[src/rtl/imem_loader.sv]
// Program loader: assembles a little-endian byte stream into 32-bit words,
// writes them to instruction memory and validates the image with an XOR sum.
// Ports: clk, rst (async, active-high); start; byte stream in_valid/in_data/in_ready;
// memory write im_we/im_addr/im_wdata; status cpu_hold, busy, done, err, words_loaded.
module imem_loader #(
  parameter int          ADDR_W    = 8,
  parameter int unsigned BASE_ADDR = 0
) (
  input  logic              clk,
  input  logic              rst,
  input  logic              start,
  input  logic              in_valid,
  input  logic [7:0]        in_data,
  output logic              in_ready,
  output logic              im_we,
  output logic [ADDR_W-1:0] im_addr,
  output logic [31:0]       im_wdata,
  output logic              cpu_hold,
  output logic              busy,
  output logic              done,
  output logic              err,
  output logic [ADDR_W:0]   words_loaded
);

  localparam int CW = ADDR_W + 1;

  typedef enum logic [2:0] {
    IDLE, HDR, DATA, WRITE, CSUM, DONE, ERR
  } state_t;

  state_t state, next_state;

  logic [CW-1:0]     count;
  logic [7:0]        csum;
  logic [1:0]        byte_idx;
  logic [23:0]       word;
  logic [ADDR_W-1:0] word_idx;
  logic              xfer;
  logic              last_word;

  assign xfer      = in_valid & in_ready;
  assign last_word = (words_loaded + CW'(1)) == count;

  always_comb begin
    in_ready = 1'b0;
    busy     = 1'b0;
    unique case (state)
      HDR, DATA, CSUM: begin
        in_ready = 1'b1;
        busy     = 1'b1;
      end
      WRITE:   busy = 1'b1;
      default: ;
    endcase
  end

  assign cpu_hold = busy;

  always_ff @(posedge clk or posedge rst) begin
    if (rst) state <= IDLE;
    else     state <= next_state;
  end

  always_comb begin
    next_state = state;
    unique case (state)
      IDLE, DONE, ERR:
        if (start) next_state = HDR;
      HDR:
        if (xfer) next_state = DATA;
      DATA:
        if (xfer && byte_idx == 2'd3) next_state = WRITE;
      WRITE:
        next_state = last_word ? CSUM : DATA;
      CSUM:
        if (xfer) next_state = (in_data == csum) ? DONE : ERR;
      default:
        next_state = IDLE;
    endcase
  end

  always_ff @(posedge clk or posedge rst) begin
    if (rst) begin
      im_we        <= 1'b0;
      im_addr      <= '0;
      im_wdata     <= '0;
      done         <= 1'b0;
      err          <= 1'b0;
      words_loaded <= '0;
      count        <= '0;
      csum         <= '0;
      byte_idx     <= '0;
      word         <= '0;
      word_idx     <= '0;
    end else begin
      im_we <= 1'b0;
      unique case (state)
        IDLE, DONE, ERR: begin
          if (start) begin
            done         <= 1'b0;
            err          <= 1'b0;
            words_loaded <= '0;
            word_idx     <= '0;
          end
        end
        HDR: begin
          if (xfer) begin
            // A zero header means a full memory image.
            count    <= (in_data == 8'd0) ? CW'(256) : CW'(in_data);
            csum     <= in_data;
            byte_idx <= '0;
          end
        end
        DATA: begin
          if (xfer) begin
            csum     <= csum ^ in_data;
            byte_idx <= byte_idx + 2'd1;
            unique case (byte_idx)
              2'd0: word[7:0]   <= in_data;
              2'd1: word[15:8]  <= in_data;
              2'd2: word[23:16] <= in_data;
              default: begin
                // Fourth byte goes straight to the write port;
                // im_we is high for exactly the WRITE cycle.
                im_we    <= 1'b1;
                im_addr  <= ADDR_W'(BASE_ADDR) + word_idx;
                im_wdata <= {in_data, word};
              end
            endcase
          end
        end
        WRITE: begin
          word_idx     <= word_idx + ADDR_W'(1);
          words_loaded <= words_loaded + CW'(1);
          byte_idx     <= '0;
        end
        CSUM: begin
          if (xfer) begin
            if (in_data == csum) done <= 1'b1;
            else                 err  <= 1'b1;
          end
        end
        default: ;
      endcase
    end
  end

endmodule

[config.mk]
export PLATFORM = sky130hd
export DESIGN_NAME = imem_loader
export DESIGN_NICKNAME = d
export VERILOG_FILES = /design/src/rtl/imem_loader.sv
export SDC_FILE = /design/constraint.sdc
export NUM_CORES = 1
export LEC_CHECK = 0
export BUFFER_PORTS_ARGS = -buffer_cell sky130_fd_sc_hd__buf_2
export CAP_MARGIN = 20
export CORE_ASPECT_RATIO = 1.2
export CORE_MARGIN = 5
export CORE_UTILIZATION = 28
export CTS_CLUSTER_SIZE = 10
export DETAILED_ROUTE_END_ITERATION = 7
export PLACE_DENSITY = 0.51
export SLEW_MARGIN = 0
export SYNTH_ARGS = -nofsm -noshare
export SYNTH_HDL_FRONTEND = slang
export SYNTH_SLANG_ARGS = --single-unit
export TNS_END_PERCENT = 100
[constraint.sdc]
create_clock -name clk -period 6.45 [get_ports clk]
set_input_delay 0.9675 -clock clk [delete_from_list [all_inputs] [get_ports clk]]
set_output_delay 0.9675 -clock clk [all_outputs]
set_load 0.005 [all_outputs]
# Word level (Yosys, flattened, before mapping)
# Index checks and enable logic that the tools add are counted.
[classes] n_addsub=3 n_mul=0 div_mod_pow=0 magnitude_cmp=0 eq_ne=18 shift=0 n_mux=30 n_bitwise=3 n_reduce_logical=23
[ops] cell="case mux 8 bit (2 select lines)" count=2
[ops] cell="two-way mux 8 bit" count=3
[ops] cell="two-way mux 9 bit" count=2
[ops] cell="case mux 9 bit (2 select lines)" count=1
[ops] cell="AND reduction 3 bit" count=6
[ops] cell="two-way mux 3 bit" count=5
[ops] cell="case mux 3 bit (5 select lines)" count=1
[ops] cell="!= test 2 bit (second input constant)" count=7
[ops] cell="AND reduction 4 bit" count=3
[ops] cell="two-way mux 1 bit" count=10
[ops] cell="adder 9 x 1 -> 9 bit (second input constant)" count=1
[ops] cell="== test 3 bit (second input constant)" count=3
[ops] cell="== test 9 bit" count=1
[ops] cell="OR reduction 3 bit" count=3
[ops] cell="adder 8 x 1 -> 8 bit (second input constant)" count=1
[ops] cell="== test 8 bit" count=1
[ops] cell="logical NOT 8 bit" count=1
[ops] cell="bitwise XOR 8 bit" count=1
[ops] cell="== test 3 x 2 -> 1 bit (second input constant)" count=2
[ops] cell="two-way mux 2 bit" count=3
[ops] cell="case mux 2 bit (3 select lines)" count=1
[ops] cell="nonzero test 2 bit" count=3
[ops] cell="== test 2 bit (second input constant)" count=2
[ops] cell="case mux 1 bit (2 select lines)" count=2
[ops] cell="11 further kinds" count=12
[totals] register_bits=106 latch_bits=0 mem_bits_rw=0 rom_bits=0 in_bits=12 n_memories=0

# Logic depth before layout (Yosys ltp)
[depth] ltp_word=7 depth_mapped=8

# Least setup slack after synthesis
# No wires, ideal clock.
[synth_timing] path_kind="reg-to-output" from="reg state[0]" to="out in_ready" t_arrival_ps=1274 path_slack_ps=4208 stages_incl_launch_ff=6 cell_sequence="dfrtp_1 -> buf_2 -> buf_2 -> clkbuf_1 -> o21ai_0 -> o21a_1"
[synth_between] elab_chain_len=3
[synth_rtl] element="from (decl)" line="31" rtl="state_t state, next_state;"
[synth_rtl] element="from (signal assigned)" line="61" rtl="else state <= next_state;"
[synth_rtl] element="== test 3 bit (tied with other cells)" line="47" rtl="unique case (state)"
[synth_rtl] element="OR reduction 3 bit *" line="47"
[synth_rtl] element="two-way mux 1 bit *" line="47"
[synth_rtl] element="to (decl)" line="14" rtl="output logic in_ready,"
# Mark *: on every way between the ends. The rest lies on a longest branch, timed or not.

# Worst setup path in the final report
[layout_timing] from="reg state[1]" to="out cpu_hold"
[layout_between] elab_chain_len=3
[layout_rtl] element="== test 3 bit (tied with other cells)" line="47"
[layout_rtl] element="OR reduction 4 bit (no line) *"
[layout_rtl] element="two-way mux 1 bit *" line="47"
[layout_rtl] element="to (decl)" line="18" rtl="output logic cpu_hold,"
# Marks and branches as above.

==> results.sh <==
export IMPL_crit_buf_inv=1
export IMPL_h_tree_depth=3
export IMPL_worst_pin_slew_ns=1.01
export IMPL_crit_chain="nor2_1, xnor2_1, buf_2"
export IMPL_crit_fanout=35
export IMPL_placed_area_sq_mm=0.00554
export IMPL_grt_pass1_wl_um=19700
export IMPL_die_w_um=133
export IMPL_drtIter0Drc=278
export IMPL_slowest_stage="dfrtp_1"
export IMPL_critPathRequiredTime_ns=5.48
export IMPL_wl_met1_um=5310
export IMPL_gp_congestion=0.781
export IMPL_period_minus_slack_ns=2.94
export IMPL_wl_met3_um=538
export IMPL_clk_pin_slew_ns=0.08
export IMPL_ctsHoldBuffers=0
export IMPL_ff2ff_setup_slack_ns=3.58
export IMPL_drive_above_1_share_pct=33.7
export IMPL_cts_buffers=9
export IMPL_io_pins=67
export IMPL_synth_area_leaders="dfrtp_1 52%, mux2_2 16%, o21ai_0 2.8%"
export IMPL_cts_tree="built"
export IMPL_slowest_delay_ns=1.01
export IMPL_fp_dieH_um=158
export IMPL_cts_root_buf="clkbuf_16"
export IMPL_ant_nets=0
export IMPL_grt_max_degree=55
export IMPL_cts_sinks=106
export IMPL_vias=3591
export IMPL_synth_cell_types=52
export IMPL_synth_area_sq_mm=0.00509
export IMPL_finalSetupTns_ns=0
export IMPL_skew_ns=0.00877
export IMPL_start_kind="flip-flop"
export IMPL_syn_inst=440
export IMPL_netlist_area_leader_share_pct=52.1
export IMPL_slew_violations=0
export IMPL_crit_path_end_kind="primary output"
export IMPL_finalCritPeriodShare_pct=45.5
export IMPL_top_layer_used="met4"
export IMPL_wl_um=12000
export IMPL_routedWlPerCell_um=16.8
export IMPL_fp_coreArea_sq_mm=0.0180
export IMPL_fmax_ghz=0.341
export IMPL_layout_setup_ws_ns=3.51
export IMPL_cp_arrival_ns=1.97
export IMPL_fin_area_sq_mm=0.00584
export IMPL_die_area_sq_mm=0.0210
export IMPL_hp_class="reg2reg"
export IMPL_pre_cts_ws_ns=3.45
export IMPL_avgSynthCellArea_sq_um=11.6
export IMPL_synthArstFlopShare_pct=100
export IMPL_clockBufferDepth=2
export IMPL_ys_seq_elements=106
export IMPL_grt_antenna_before_repair=0
export IMPL_num_antenna_cells=0
export IMPL_hold_viol=0
export IMPL_synth_ff_type="dfrtp_1"
export IMPL_grt_pass1_vias=3687
export IMPL_final_core_util_pct=32.4
export IMPL_cts_resized=0
export IMPL_max_cap_viol_count=0
export IMPL_grt_usage_pct=11.9
export IMPL_dp_hpwl_um=8200
export IMPL_crit_type="reg2out"
export IMPL_synth_edf_count=0
export IMPL_ys_seq_area_share_pct=52.1
export IMPL_yosys_area_top_type="dfrtp_1"
export IMPL_leakagePower_nw=2.71
export IMPL_drc=0
export IMPL_area_growth_synth_to_final_pct=14.8
export IMPL_setup_violations=0
export IMPL_wl_met2_um=6000
export IMPL_vias_per_cell=5.02
export IMPL_cp_top_family="flip-flops"
export IMPL_gr_total_overflow=0
export IMPL_run_status="finished, final reports clean"
export IMPL_rsz0062_at_grt="false"
export IMPL_initial_core_util_pct=28.2
export IMPL_relSlewSlack_pct=32.9
export IMPL_first_pass_iters=4
export IMPL_numPortBuffers=66
export IMPL_synth_nets=458
export IMPL_postCtsSetupRepairBufs=0
export IMPL_power_density_mw_per_mm2=434
export IMPL_rows=54
export IMPL_yosys_warnings=0
export IMPL_peakVddDrop_mv=0.166
export IMPL_nets=505
export IMPL_insertion_delay_ns=0.35
[sequential cells by signal, summed over array words and instances (netlist names)]
name          flops
im_wdata         32
word             24
count             9
words_loaded      9
csum              8
im_addr           8
word_idx          8
state             3
byte_idx          2
done              1
err               1
im_we             1
[cells by family after synthesis]
family,Yosys count,synth area share (%)
compound gates,88,10.9
xor+xnor,22,4.23
fa+ha+maj,6,1.48
buf+inv,38,3.86
flops,106,52.1
mux,76,16.8
simple gates,104,10.5
[path summary, 6_finish.rpt]
path	start	endpoint	cells past startpoint
hold / removal	word_idx[4]	word_idx[4]	1
min in group asynchronous	rst	im_we	2
setup / recovery	state[1]	cpu_hold	3
max in group asynchronous	rst	word[7]	3
setup reg to reg	state[1]	words_loaded[3]	5
hold reg to reg	word_idx[4]	word_idx[4]	1
[worst register-to-register path, cell delays in order (launching register included)]
cell	delay (ns)
dfrtp_1	1.01
nand2_1	0.26
nor2_1	0.73
a21oi_1	0.37
o21ai_0	0.27
o31ai_1	0.09
[final cells by class]
type	instances	area, sq um
timing repair buffer	68	345
sequential	106	2650
clock buffer	9	225
fill	1817	12200
inverter	6	25.0
tap	224	280
multi-input combinational	296	2240
clock inverter	7	71.3
[metrics by stage]
stage	std cells	total power, mW	hold WS (ns)
global placement	700	1.98	0.483
finish	716	2.54	0.501
floorplan	440	1.74	0.448
global route	716	2.73	0.520
detailed placement	700	2.02	0.489
CTS	716	2.58	0.505
[per-layer routing]
layer  up-vias  track usage [%]
met5         -                0
met4         0             4.36
met3         9             3.02
met2        80             20.1
met1      1826             14.6
li1       1676                -
[cell usage after synthesis, types with 2 or more instances]
master / number
a21oi_1: 24
a311o_1: 6
a31oi_1: 5
and3_1: 2
and4_1: 2
buf_2: 16
buf_6: 4
clkbuf_1: 10
dfrtp_1: 106
ha_1: 6
inv_1: 6
mux2_2: 73
mux2i_1: 2
nand2_1: 24
nand2_2: 3
nand2b_1: 8
nand3_1: 11
nand3b_1: 2
nand4_1: 7
nor2_1: 26
nor3_1: 5
nor4_1: 4
o211ai_1: 2
o21a_1: 5
o21ai_0: 28
o22ai_1: 2
o311ai_0: 5
o31ai_1: 2
or3_1: 3
xnor2_1: 8
xor2_1: 12
[power breakdown]
group          total, mW  switching [mW]  leakage (nW)  internal [mW]
registers           1.13           0.219          1.37          0.915
clock network      0.545           0.271         0.145          0.274
logic              0.857           0.414          1.20          0.443
total               2.54           0.904          2.71           1.63
[cells in the final DEF (no fill, tap or decap), types with 6 or more instances in the layout]
cell type	n
dfrtp_1	106
a21oi_1	24
xor2_1	12
ha_1	6
nand3_1	11
nor2_1	26
mux2_2	73
clkbuf_16	9
nand2b_1	8
nand2_1	24
xnor2_1	8
a311o_1	6
buf_2	66
o21ai_0	28
nand4_1	7
(Power assumes the default switching activity.)
